**config.mk**
```make
export PLATFORM = sky130hd
export DESIGN_NAME = instr_fetch_unit
export DESIGN_NICKNAME = d
export VERILOG_FILES = /design/src/rtl/fetch_pkg.sv /design/src/rtl/fetch_slot_queue.sv /design/src/rtl/instr_fetch_unit.sv
export SDC_FILE = /design/constraint.sdc
export NUM_CORES = 1
export LEC_CHECK = 0
export ABC_AREA = 1
export CORE_MARGIN = 5
export CORE_UTILIZATION = 30
export CTS_BUF_LIST = sky130_fd_sc_hd__clkbuf_8
export CTS_CLUSTER_DIAMETER = 150
export CTS_CLUSTER_SIZE = 25
export DETAILED_ROUTE_END_ITERATION = 10
export HOLD_SLACK_MARGIN = 0.08
export PLACE_DENSITY = 0.57
export SYNTH_ARGS = -nofsm -noshare
export SYNTH_HDL_FRONTEND = slang
export SYNTH_HIERARCHICAL = 1
export SYNTH_SLANG_ARGS = --single-unit
```
**constraint.sdc**
```tcl
create_clock -name clk -period 3.9 [get_ports clk]
set_input_delay 0.975 -clock clk [delete_from_list [all_inputs] [get_ports clk]]
set_output_delay 0.975 -clock clk [all_outputs]
set_load 0.005 [all_outputs]
```
**src/rtl/fetch_pkg.sv**
```systemverilog
// Shared definitions for the instruction fetch front end.
//   NOP_WORD      : bubble instruction injected when no fetched word is ready
//   field ranges  : bit positions of the ASIP instruction fields
//   fetch_slot_t  : one slot of the fetch buffer (request PC, data, filled flag)
//   align_pc      : clears the two low PC bits
//   next_pc       : sequential successor, wrapping 32'hFFFF_FFFC -> 0
package fetch_pkg;

    localparam logic [31:0] NOP_WORD = 32'h2000_0000;

    // Instruction field positions
    localparam int OP_MSB    = 31;
    localparam int OP_LSB    = 30;
    localparam int INST_MSB  = 29;
    localparam int INST_LSB  = 28;
    localparam int FLAGV_BIT = 27;
    localparam int IMME_MSB  = 26;
    localparam int IMME_LSB  = 0;
    localparam int R3_MSB    = 11;
    localparam int R3_LSB    = 8;
    localparam int R2_MSB    = 7;
    localparam int R2_LSB    = 4;
    localparam int R1_MSB    = 3;
    localparam int R1_LSB    = 0;

    typedef struct packed {
        logic [31:0] pc;
        logic [31:0] word;
        logic        filled;
    } fetch_slot_t;

    function automatic logic [31:0] align_pc(input logic [31:0] pc);
        return {pc[31:2], 2'b00};
    endfunction

    // 32-bit addition wraps naturally from the last word back to 0
    function automatic logic [31:0] next_pc(input logic [31:0] pc);
        return pc + 32'd4;
    endfunction

endpackage

```
**src/rtl/fetch_slot_queue.sv**
```systemverilog
// Circular buffer of fetch slots. A slot is allocated when a read is issued
// (capturing its PC), filled in order as read data returns, and popped from
// the head once filled. Flush drops every slot at once.
//   clk, rst           : clock, synchronous active-high reset
//   flush              : clear all slots and pointers
//   alloc, alloc_pc    : allocate a slot for a newly issued request
//   fill, fill_data    : write returned data into the oldest unfilled slot
//   pop                : remove the head slot
//   head_filled        : head slot exists and holds data
//   head_pc, head_word : contents of the head slot
//   count              : number of allocated slots
module fetch_slot_queue
    import fetch_pkg::*;
#(
    parameter int DEPTH = 2
) (
    input  logic                     clk,
    input  logic                     rst,
    input  logic                     flush,
    input  logic                     alloc,
    input  logic [31:0]              alloc_pc,
    input  logic                     fill,
    input  logic [31:0]              fill_data,
    input  logic                     pop,
    output logic                     head_filled,
    output logic [31:0]              head_pc,
    output logic [31:0]              head_word,
    output logic [$clog2(DEPTH):0]   count
);

    localparam int PW = $clog2(DEPTH);
    localparam logic [PW:0] PTR_ONE  = {{PW{1'b0}}, 1'b1};
    localparam logic [PW:0] PTR_ZERO = {(PW+1){1'b0}};

    // Pointers carry one extra wrap bit so full and empty are distinguishable
    logic [PW:0]  alloc_ptr_r;
    logic [PW:0]  fill_ptr_r;
    logic [PW:0]  pop_ptr_r;
    fetch_slot_t  slots_r [DEPTH];
    fetch_slot_t  head_s;

    assign count       = alloc_ptr_r - pop_ptr_r;
    assign head_s      = slots_r[pop_ptr_r[PW-1:0]];
    // The filled flag of a free slot is stale, so gate it with occupancy
    assign head_filled = (count != PTR_ZERO) && head_s.filled;
    assign head_pc     = head_s.pc;
    assign head_word   = head_s.word;

    // Slot storage and pointer updates
    always_ff @(posedge clk) begin
        if (rst || flush) begin
            alloc_ptr_r <= PTR_ZERO;
            fill_ptr_r  <= PTR_ZERO;
            pop_ptr_r   <= PTR_ZERO;
            for (int i = 0; i < DEPTH; i++) begin
                slots_r[i] <= '{pc: 32'h0, word: 32'h0, filled: 1'b0};
            end
        end else begin
            // When full, alloc reuses the slot being popped this same cycle;
            // the head is read combinationally before this write lands.
            if (alloc) begin
                slots_r[alloc_ptr_r[PW-1:0]] <= '{pc: alloc_pc, word: 32'h0, filled: 1'b0};
                alloc_ptr_r <= alloc_ptr_r + PTR_ONE;
            end
            if (fill) begin
                slots_r[fill_ptr_r[PW-1:0]].word   <= fill_data;
                slots_r[fill_ptr_r[PW-1:0]].filled <= 1'b1;
                fill_ptr_r <= fill_ptr_r + PTR_ONE;
            end
            if (pop) begin
                pop_ptr_r <= pop_ptr_r + PTR_ONE;
            end
        end
    end

endmodule

```
**src/rtl/instr_fetch_unit.sv**
```systemverilog
// Instruction fetch stage: issues sequential in-order reads, buffers returned
// words, and loads the fetch/decode register. Jumps flush buffered and
// in-flight fetches; late responses to flushed requests are counted off.
//   clk, rst                : clock, synchronous active-high reset
//   jmp_en, jmp_target      : one-cycle redirect request and target PC
//   stall                   : hold the output register
//   imem_req, imem_addr     : read request to instruction memory
//   imem_rvalid, imem_rdata : in-order read response
//   curr_pc, ACIns          : PC and instruction presented to decode
//   ins_valid               : ACIns is a fetched instruction, not a bubble
//   fetch_err               : sticky, response arrived with nothing pending
module instr_fetch_unit #(
    parameter int          DEPTH    = 2,
    parameter logic [31:0] NOP_WORD = fetch_pkg::NOP_WORD
) (
    input  logic        clk,
    input  logic        rst,
    input  logic        jmp_en,
    input  logic [31:0] jmp_target,
    input  logic        stall,
    output logic        imem_req,
    output logic [31:0] imem_addr,
    input  logic        imem_rvalid,
    input  logic [31:0] imem_rdata,
    output logic [31:0] curr_pc,
    output logic [31:0] ACIns,
    output logic        ins_valid,
    output logic        fetch_err
);

    import fetch_pkg::*;

    localparam int PW = $clog2(DEPTH);
    // Drops can accumulate across repeated jumps against a slow memory
    localparam int DW = 16;
    localparam logic [PW:0]   DEPTH_C   = (PW+1)'(DEPTH);
    localparam logic [PW:0]   LIVE_ZERO = {(PW+1){1'b0}};
    localparam logic [DW-1:0] DROP_ZERO = {DW{1'b0}};

    logic [31:0]   pc_q;
    logic [PW:0]   live_r;       // issued, unreturned, still wanted
    logic [DW-1:0] drop_cnt_r;   // issued, unreturned, flushed by a jump

    logic          pop_s;
    logic          issue_s;
    logic          resp_drop_s;
    logic          resp_live_s;
    logic          resp_err_s;
    logic          head_filled_s;
    logic [31:0]   head_pc_s;
    logic [31:0]   head_word_s;
    logic [PW:0]   q_count_s;

    assign pop_s   = !rst && !jmp_en && !stall && head_filled_s;
    // A slot freed by this cycle's pop can be reallocated immediately
    assign issue_s = !rst && !jmp_en && ((q_count_s - {{PW{1'b0}}, pop_s}) < DEPTH_C);

    // Flushed responses are retired before any live one (in-order memory)
    assign resp_drop_s = imem_rvalid && (drop_cnt_r != DROP_ZERO);
    assign resp_live_s = imem_rvalid && (drop_cnt_r == DROP_ZERO) && (live_r != LIVE_ZERO);
    assign resp_err_s  = imem_rvalid && (drop_cnt_r == DROP_ZERO) && (live_r == LIVE_ZERO);

    assign imem_req  = issue_s;
    assign imem_addr = pc_q;

    fetch_slot_queue #(.DEPTH(DEPTH)) u_slots (
        .clk         (clk),
        .rst         (rst),
        .flush       (jmp_en),
        .alloc       (issue_s),
        .alloc_pc    (pc_q),
        .fill        (resp_live_s && !jmp_en),
        .fill_data   (imem_rdata),
        .pop         (pop_s),
        .head_filled (head_filled_s),
        .head_pc     (head_pc_s),
        .head_word   (head_word_s),
        .count       (q_count_s)
    );

    // Fetch PC, request accounting and protocol error flag
    always_ff @(posedge clk) begin
        if (rst) begin
            pc_q       <= 32'h0;
            live_r     <= LIVE_ZERO;
            drop_cnt_r <= DROP_ZERO;
            fetch_err  <= 1'b0;
        end else begin
            if (resp_err_s) begin
                fetch_err <= 1'b1;
            end
            if (jmp_en) begin
                pc_q   <= align_pc(jmp_target);
                live_r <= LIVE_ZERO;
                // Every request still out becomes a drop; this cycle's
                // response (if any) is consumed from whichever pool owns it.
                drop_cnt_r <= drop_cnt_r
                              + {{(DW-PW-1){1'b0}}, live_r}
                              - {{(DW-1){1'b0}}, resp_drop_s}
                              - {{(DW-1){1'b0}}, resp_live_s};
            end else begin
                if (issue_s) begin
                    pc_q <= next_pc(pc_q);
                end
                live_r     <= live_r + {{PW{1'b0}}, issue_s} - {{PW{1'b0}}, resp_live_s};
                drop_cnt_r <= drop_cnt_r - {{(DW-1){1'b0}}, resp_drop_s};
            end
        end
    end

    // Fetch/decode pipeline register
    always_ff @(posedge clk) begin
        if (rst) begin
            curr_pc   <= 32'h0;
            ACIns     <= NOP_WORD;
            ins_valid <= 1'b0;
        end else if (jmp_en) begin
            ACIns     <= NOP_WORD;
            ins_valid <= 1'b0;
        end else if (!stall) begin
            if (head_filled_s) begin
                curr_pc   <= head_pc_s;
                ACIns     <= head_word_s;
                ins_valid <= 1'b1;
            end else begin
                ACIns     <= NOP_WORD;
                ins_valid <= 1'b0;
            end
        end
    end

endmodule
```
# Yosys cells after proc, flatten, opt, wreduce, memory -nomap -nowiden
# Memory sizes are Yosys's and may differ from the RTL's. A register that Yosys moved wholly into a read port is not among the register bits.
# Cells that the tools add are included.
# W data, S select, Z words.
[classes]
mux = 21
mul = 0
n_reduce_logical = 24
div_mod_pow = 0
shift = 0
order_cmp = 1
eq_ne = 0
n_addsub = 12
bitwise = 2
[ops]
columns = ["operator", "count"]
rows = [
  ["$mux W65", 2],
  ["$reduce_or A65 Y1", 2],
  ["$mux W32", 3],
  ["$sub A16 B1 Y16", 3],
  ["$add A32 B3 Y32 const B", 1],
  ["$add A16 B2 Y16", 1],
  ["$logic_not A16 Y1", 1],
  ["$mux W16", 1],
  ["$reduce_bool A16 Y1", 1],
  ["$mux W1", 14],
  ["$logic_and A1 B1 Y1", 10],
  ["$add A2 B1 Y2 const B", 3],
  ["$reduce_bool A2 Y1", 3],
  ["$sub A2 B1 Y2", 2],
  ["$logic_not A1 Y1", 3],
  ["$reduce_and A3 Y1", 1],
  ["$add A2 B1 Y2", 1],
  ["$logic_not A2 Y1", 1],
  ["$lt A2 B2 Y1 const B", 1],
  ["$mux W2", 1],
  ["$not A1 Y1", 2],
  ["$reduce_or A2 Y1", 1],
  ["$sub A2 B2 Y2", 1],
  ["$logic_or A1 B1 Y1", 1],
]
[word_totals]
inputBits = 69
mem_bits_rw = 130
output_inout_bits = 99
ff_bits = 122
rom_bits = 0
n_memories = 1
latch_bits = 0
[mem_list]
columns = ["name", "depth", "width", "rd", "rd_clocked_by_memory_dff", "wr", "line", "rtl"]
rows = [
  ["u_slots.slots_r", 2, 65, 1, 1, 2, "fetch_slot_queue.sv:39", "fetch_slot_t slots_r [DEPTH];"],
]

# Logic depth before layout (Yosys ltp)
# Gate-level depths: netlist of run 1.
[depth]
depth_word = 12
mapped_depth = 23
mapped_depth_nobuf = 23

# Cells and area by module
# Netlist of run 1, hierarchy kept.
[by_module_without_submodules]
columns = ["mod", "area_each_um2", "cells_each", "seq_area_each_um2", "instances"]
rows = [
  ["instr_fetch_unit", 6608.8, 941, 2282.2, 1],
  ["fetch_slot_queue", 5925.7, 458, 4003.8, 1],
]

# Worst setup path after synthesis of run 1
# OpenSTA, ideal clock, no wires.
[synth_path]
kind = "register -> register"
start = "register drop_cnt_r[8]"
end = "register drop_cnt_r[8]"
path_slack_ps = 342
stages_incl_launch_ff = 22
t_arrival_ps = 3488
path_buffers = 0
synth_period_minus_slack_ps = 3558
path_cell_list = "dfxtp_1 inv_1 ha_1 nand2_1 inv_1 nand3_1 nor3_1 nand2_1 nor2_1 fa_1 fa_1 inv_1 ha_1 fa_1 nand2_1 nand3_1 nand2_1 nor2_1 nor2_1 xor2_1 nand2_1 a21oi_1"
[synth_via]
elab_chain_len = 5
[synth_lines]
columns = ["item", "line", "rtl"]
rows = [
  ["from (decl)", "instr_fetch_unit.sv:42", "logic [DW-1:0] drop_cnt_r;"],
  ["from (signal assigned)", "instr_fetch_unit.sv:97", "drop_cnt_r <= drop_cnt_r"],
  ["from (signal assigned)", "instr_fetch_unit.sv:106", "drop_cnt_r <= drop_cnt_r - {{(DW-1){1'b0}}, resp_drop_s};"],
  ["branches (longest 4 deep; another with $add A16 B2 Y16)", "--", ""],
  ["$mux W16 (*)", "instr_fetch_unit.sv:92", "if (jmp_en) begin"],
]
# Every way passes the cells marked *.
# A chain may end at the register's enable or synchronous reset.

# Final worst setup path of run 1
[layout_path]
start = "register drop_cnt_r[10]"
end = "register drop_cnt_r[14]"
# The elaborated chain is that of the path after synthesis.

==> impl_metrics.toml, run 1 <==
[outcome]
status = "completed"

[route]
via_count = 9872
post_drt_wl_per_cell_um = 16.5
drtIter0Drc = 516
via_per_inst = 4.66
drc_errors = 0
dr.pass1.iters = 5
wl_um = 34900
drt.antenna.violating_nets = 0

[synthesis]
synth-edff-count = 128
netlist_top_cells_area = "sky130_fd_sc_hd__edfxtp_1 (31%), sky130_fd_sc_hd__dfxtp_1 (19%), sky130_fd_sc_hd__nor2_1 (6.2%), sky130_fd_sc_hd__nand2_1 (6.1%), sky130_fd_sc_hd__inv_1 (6.0%)"
yosys.area_share.adder = 0.0457
synth.distinct_cells = 43
synthSimpleGateAreaFrac = 0.204
synth.cell_area_mm2 = 0.0125
ys_warn_count = 6
synthFlopType = "sky130_fd_sc_hd__edfxtp_1"
post_synth_xor_area_fraction = 0.00769
synthesis.area_per_instance_um2 = 8.96
synth.mux.area_fraction = 0.0575
synth_common_cells = "sky130_fd_sc_hd__nor2_1 (208), sky130_fd_sc_hd__nand2_1 (203), sky130_fd_sc_hd__inv_1 (199), sky130_fd_sc_hd__edfxtp_1 (128), sky130_fd_sc_hd__dfxtp_1 (122)"
synthesis.instances = 1399
sequential_to_total_area_share_from_yosys_stat = 0.501
post-synth-top-area-cell = "sky130_fd_sc_hd__edfxtp_1"
fraction_of_the_mapped_netlist_area_in_compound_gates = 0.0923
synth_top_area_share = 0.307
asyncSetResetFlopFracSynth = 0
main_combinational_cell_family_by_area_after_synthesis = "simple AND/OR/NAND/NOR gates"
synthMostInstantiatedCell = "sky130_fd_sc_hd__nor2_1"
ys_ff_latch = 250

[global_route]
antenna_found_initial = 0
grt_start_max_net_pins = 38
vias_in_the_first_global_route = 9962
global_route.overflow_total = 0
globalRouteTotalUtil = 0.147
grt_first_pass_wirelength_um = 55600

[power_and_ir_drop]
pwr-share-clk = 0.192
power.share.combinational = 0.339
seq_power_share = 0.469
p_sw_mw = 2.21
design_power_total_mw = 6.38
powerDensity_mw_per_mm2 = 416
internal-power_mw = 4.17
peakVddDrop_v = 0.000179
total_leakage_power_nw = 6.35
p_sw_frac = 0.347

[finish]
layout.nets = 1692
fin_area_mm2 = 0.0153
syn_to_final_growth_pct = 22.4
post_route_cells_drive_above_1_share = 0.150
diodes = 0
fin_util = 0.373

[place]
port_bufs = 163
gpl_congestion = 0.830
dp_hpwl_um = 24200
placedInstanceArea_mm2 = 0.0149

[die]
core_area_mm2 = 0.0411
die_area_mm2 = 0.0460
row_count = 74
floorplan.initialDensity = 0.305
die_height_um = 214
design.portCount = 168
die_w_um = 214

[timing]
post-route-min-period_ns = 3.64
worst-slew-pin-transition_ns = 0.667
holdWs_ns = 0.460
fin_crit_sh = 0.932
timing.final.setup_violations = 0
report.final.slew_viol_count = 0
fmax_ghz = 0.275
hold_viol = 0
clock-skew-final_ns = 0.0423
grt_setup_unrepaired = "true"
slew_headroom = 0.555

[clocking]
htree_num_levels = 1
clock_insertion_delay_worst_skew_ns = 0.54
clockRootBuffer = "sky130_fd_sc_hd__clkbuf_8"
cts_inserted_buffers = 14
cts_num_sinks = 250
cts_tree = "yes"
ctsHoldBuffers = 0
clk_transition_reported_paths_ns = 0.17
maximum_buffer_depth_of_the_clock_tree = 3

[min_path]
hold_path.class = "register to register"
worstHoldStart = "u_slots/slots_r[1][0]"

[worst_setup_path]
worst-r2r-setup-slack_ns = 0.26
worst-endpoint-arrival_ns = 4.12
criticalPathCategory = "register to register"
endpoint_kind = "register"
crit_path_start_kind = "register"
critical_path_required_ns = 4.38
worstPathMaxFanout = 4
critPathLaunch = "drop_cnt_r[10]"
r2r_start = "drop_cnt_r[10]"

[job]
number_of_max_cap_violations = 0
[critical path: stages (launching register included)]
cell                      delay [ns]
sky130_fd_sc_hd__dfxtp_2        0.36
sky130_fd_sc_hd__inv_2          0.07
sky130_fd_sc_hd__ha_4           0.14
sky130_fd_sc_hd__nand2_2        0.05
sky130_fd_sc_hd__inv_2          0.06
sky130_fd_sc_hd__nand3_2        0.06
sky130_fd_sc_hd__nor3_2         0.18
sky130_fd_sc_hd__buf_4          0.15
sky130_fd_sc_hd__nand2_4        0.05
sky130_fd_sc_hd__nor2_4         0.12
sky130_fd_sc_hd__fa_1           0.44
sky130_fd_sc_hd__fa_1           0.57
sky130_fd_sc_hd__inv_2          0.05
sky130_fd_sc_hd__ha_4           0.16
sky130_fd_sc_hd__fa_2           0.37
sky130_fd_sc_hd__nand2_2        0.07
sky130_fd_sc_hd__nand3_2        0.07
sky130_fd_sc_hd__nand3_1        0.09
sky130_fd_sc_hd__nand2_2        0.08
sky130_fd_sc_hd__nand2_1        0.10
sky130_fd_sc_hd__nand3_1        0.07
sky130_fd_sc_hd__nand2_1        0.06
sky130_fd_sc_hd__nand3_1        0.06
sky130_fd_sc_hd__a21oi_1        0.12
[cells in the final DEF (no fill, tap or decap), types with 5 or more instances in the layout]
master,netlist,layout
sky130_fd_sc_hd__a21oi_1,59,59
sky130_fd_sc_hd__a31oi_1,8,8
sky130_fd_sc_hd__a32o_1,31,31
sky130_fd_sc_hd__buf_4,6,53
sky130_fd_sc_hd__clkbuf_8,0,15
sky130_fd_sc_hd__clkdlybuf4s50_1,0,162
sky130_fd_sc_hd__dfxtp_1,122,116
sky130_fd_sc_hd__dfxtp_2,0,5
sky130_fd_sc_hd__edfxtp_1,128,128
sky130_fd_sc_hd__ha_1,41,36
sky130_fd_sc_hd__inv_1,199,201
sky130_fd_sc_hd__inv_2,7,13
sky130_fd_sc_hd__mux2_2,64,64
sky130_fd_sc_hd__nand2_1,203,198
sky130_fd_sc_hd__nand2_2,2,6
sky130_fd_sc_hd__nand3_1,66,61
sky130_fd_sc_hd__nand3_2,4,9
sky130_fd_sc_hd__nand4_1,11,11
sky130_fd_sc_hd__nor2_1,208,205
sky130_fd_sc_hd__nor2_2,37,39
sky130_fd_sc_hd__nor2_4,7,8
sky130_fd_sc_hd__nor3_1,17,16
sky130_fd_sc_hd__o21ai_0,73,73
sky130_fd_sc_hd__o21ai_1,8,8
sky130_fd_sc_hd__xor2_1,7,7
[sequential cells by signal (all words and copies together), names as in the netlist, named ones only]
register and cells:
ACIns 32, curr_pc 32, drop_cnt_r 16, fetch_err 1, imem_addr 30, ins_valid 1
live_r 2, u_slots/alloc_ptr_r 2, u_slots/fill_ptr_r 1, u_slots/pop_ptr_r 2, u_slots/slots_r 130
[routing by layer]
| layer | part of all wire | vias up | track usage |
|---|---|---|---|
| met5 | 0 | - | 0 |
| met4 | 0.013 | 0 | 0.0240 |
| met3 | 0.045 | 31 | 0.0227 |
| met2 | 0.47 | 226 | 0.248 |
| met1 | 0.47 | 4672 | 0.203 |
| li1 | - | 4943 | - |
[final cells by class]
| cell class | count | area [um^2] |
|---|---|---|
| fillers | 4264 | 25800 |
| flip-flops and latches | 250 | 6300 |
| multi-input cells | 887 | 5240 |
| repair buffers | 220 | 2100 |
| inverters | 206 | 773 |
| well taps | 532 | 666 |
| clock buffers | 15 | 206 |
| clock inverters | 9 | 60.1 |
[repair_timing]
| action | 4_1_cts | 5_1_grt |
|---|---|---|
| endpoints found under the setup margin | 5 | 8 |
| gates resized for setup | 2 | 33 |
| setup buffers | 0 | 4 |
| pin swaps | 0 | 15 |
[power groups by stage]
| stage | clock network, mW | registers [mW] | logic (mW) |
|---|---|---|---|
| floorplan | 0 | 3.02 | 1.33 |
| global placement | 0 | 3.04 | 2.01 |
| detailed placement | 0 | 3.04 | 2.02 |
| CTS | 1.30 | 2.98 | 2.04 |
| global route | 1.39 | 3.01 | 2.46 |
| finish | 1.23 | 2.99 | 2.17 |
[worst paths after layout]
check	to	depth (start not counted)
worst min register to register	u_slots/slots_r[1][0]	2
worst max-delay path	drop_cnt_r[14]	23
worst min-delay path	u_slots/slots_r[1][0]	2
worst max register to register	drop_cnt_r[14]	23
[metrics by stage]
step | TNS (ns) | instances | setup WS (ns)
final | 0 | 2119 | 0.264
after global routing | -0.0123 | 2119 | -0.0123
after CTS | 0 | 2115 | 0.0239
after detailed placement | -2.07 | 2091 | -0.348
after global placement | -1.44 | 2091 | -0.292
after floorplan | 0 | 1402 | 0.342
[cell families after synthesis]
| logic type | Yosys count |
|---|---|
| mux | 64 |
| other cells | 1 |
| simple gates | 572 |
| compound gates | 192 |
| flops | 250 |
| fa+ha+maj | 44 |
| xor+xnor | 11 |
| buf+inv | 265 |
(Power assumes the default switching activity.)
==> inputs of run 2 (changes only) <==
==> constraint.sdc (replaced) <==
create_clock -name clk -period 3.9 [get_ports clk]
set_input_delay 0.78 -clock clk [delete_from_list [all_inputs] [get_ports clk]]
set_output_delay 0.78 -clock clk [all_outputs]
set_load 0.005 [all_outputs]
==> run 2 against run 1 <==
Effect of this change:
- worst hold slack improved by 0.0014 ns
- flip-flop and latch count unchanged
- clock skew decreased by 0.0076 ns
- design area decreased by 1.0%
- final cell count decreased by 0.47%
- combinational power decreased by 4%
- die area unchanged
- core utilization decreased by 0.39 points
- clock power decreased by 7%
- clock-buffer cell count decreased by 2
==> impl_metrics.toml, run 2 (same netlist as run 1, synthesis figures left out) <==
[outcome]
status = "completed"

[finish]
final-seq-area_mm2 = 0.00629
diodes = 0
mostFrequentLayoutCells = "sky130_fd_sc_hd__nor2_1 (206), sky130_fd_sc_hd__inv_1 (201), sky130_fd_sc_hd__nand2_1 (195)"
post_route_cells_drive_above_1_share = 0.145
multi_input_area_mm2 = 0.00523
fin_util = 0.369
fin_area_mm2 = 0.0152
layout.nets = 1683
layout_top_registers = "u_slots/slots_r x130, ACIns x32, curr_pc x32"
commonest_non_fill_non_tap_cell_in_the_layout = "sky130_fd_sc_hd__nor2_1"
largest_reg_flops = 130
nFillCells = 4228
syn_to_final_growth_pct = 21.1
largest_reg_by_ff_count = "u_slots/slots_r"

[worst_setup_path]
critical_path_required_ns = 4.38
worstPathMaxFanout = 3
crit_path_start_kind = "register"
endpoint_kind = "register"
criticalPathCategory = "register to register"
worst-endpoint-arrival_ns = 4.14

[timing]
holdWs_ns = 0.462
slew_headroom = 0.549
worst-slew-pin-transition_ns = 0.677
grt_setup_unrepaired = "false"
report.final.slew_viol_count = 0
hold_viol = 0
clock-skew-final_ns = 0.0347
timing.final.setup_violations = 0
post-route-min-period_ns = 3.66
fmax_ghz = 0.274
fin_crit_sh = 0.938

[die]
die_height_um = 214
die_area_mm2 = 0.0460
floorplan.initialDensity = 0.305
core_area_mm2 = 0.0411
row_count = 74
die_w_um = 214
design.portCount = 168

[place]
placedInstanceArea_mm2 = 0.0149
dp_hpwl_um = 24000
gpl_congestion = 0.868
port_bufs = 163

[job]
number_of_max_cap_violations = 0

[clocking]
cts_tree = "yes"
clk_transition_reported_paths_ns = 0.16
clockRootBuffer = "sky130_fd_sc_hd__clkbuf_8"
cts_num_sinks = 250
clock_insertion_delay_worst_skew_ns = 0.55
cts_inserted_buffers = 13
htree_num_levels = 1
maximum_buffer_depth_of_the_clock_tree = 3
ctsHoldBuffers = 0

[global_route]
global_route.overflow_total = 0
globalRouteTotalUtil = 0.145
grt_first_pass_wirelength_um = 54800
vias_in_the_first_global_route = 9837
antenna_found_initial = 0
grt_start_max_net_pins = 46

[route]
dr.pass1.iters = 5
via_count = 9908
drc_errors = 0
drtIter0Drc = 637
drt.antenna.violating_nets = 0
via_per_inst = 4.70
wl_um = 34700
post_drt_wl_per_cell_um = 16.5

[power_and_ir_drop]
total_leakage_power_nw = 6.27
peakVddDrop_v = 0.000177
powerDensity_mw_per_mm2 = 409

[min_path]
hold_path.class = "register to register"
run 2: critical path: stages (launching register included):
cell and delay [ns]:
sky130_fd_sc_hd__dfxtp_2 0.36, sky130_fd_sc_hd__inv_2 0.05, sky130_fd_sc_hd__ha_2 0.18, sky130_fd_sc_hd__nand2_2 0.05, sky130_fd_sc_hd__inv_2 0.07, sky130_fd_sc_hd__nand3_2 0.06, sky130_fd_sc_hd__nor3_2 0.18, sky130_fd_sc_hd__buf_4 0.15
sky130_fd_sc_hd__nand2_4 0.05, sky130_fd_sc_hd__nor2_4 0.12, sky130_fd_sc_hd__fa_1 0.43, sky130_fd_sc_hd__fa_1 0.57, sky130_fd_sc_hd__inv_2 0.05, sky130_fd_sc_hd__ha_4 0.16, sky130_fd_sc_hd__fa_2 0.36, sky130_fd_sc_hd__nand2_2 0.07
sky130_fd_sc_hd__nand3_2 0.08, sky130_fd_sc_hd__nand2_2 0.10, sky130_fd_sc_hd__nor2_1 0.05, sky130_fd_sc_hd__nor2_2 0.10, sky130_fd_sc_hd__xor2_1 0.15, sky130_fd_sc_hd__nand2_1 0.06, sky130_fd_sc_hd__a21oi_1 0.14
run 2: report_power, final:
| group | total (mW) | switching (mW) | internal, mW | leakage, nW |
|---|---|---|---|---|
| sequential | 2.99 | 0.0962 | 2.90 | 2.42 |
| combinational | 2.08 | 1.24 | 0.838 | 3.71 |
| clock | 1.14 | 0.814 | 0.321 | 0.136 |
run 2: what timing repair did:
action | CTS | global route
setup buffers | 0 | 1
resized for setup | 0 | 34
endpoints found under the setup margin | 0 | 6
run 2: per-stage QoR:
stage               cells  TNS (ns)  total power [mW]  setup slack [ns]
floorplan            1402         0              4.35             0.342
global placement     2086    -0.263              5.01           -0.0938
detailed placement   2086    -0.317              5.02           -0.0998
CTS                  2108         0              6.18            0.0135
global route         2109         0              6.68           0.00477
finish               2109         0              6.21             0.244
run 2: layout make-up:
| type | instances | area share |
|---|---|---|
| clock buffer | 13 | 0.0118 |
| clock inverter | 9 | 0.00247 |
| inverter | 206 | 0.0509 |
| multi-input combinational | 887 | 0.344 |
| sequential | 250 | 0.415 |
| tap | 532 | 0.0438 |
| timing repair buffer | 212 | 0.132 |
run 2: final timing paths:
check	from	slack (ns)	cells after the start	endpoint
max	drop_cnt_r[8]	0.24	22	drop_cnt_r[8]
min	u_slots/slots_r[1][0]	0.46	2	u_slots/slots_r[1][0]
max reg2reg	drop_cnt_r[8]	0.24	22	drop_cnt_r[8]
min reg2reg	u_slots/slots_r[1][0]	0.46	2	u_slots/slots_r[1][0]
run 2: layer usage:
metal	track usage	share of wire	wire [um]	vias up
met5	0	0	0	-
met4	0.0277	0.016	567	0
met3	0.0230	0.049	1690	40
met2	0.245	0.47	16300	241
met1	0.199	0.46	16100	4703
li1	-	-	-	4924
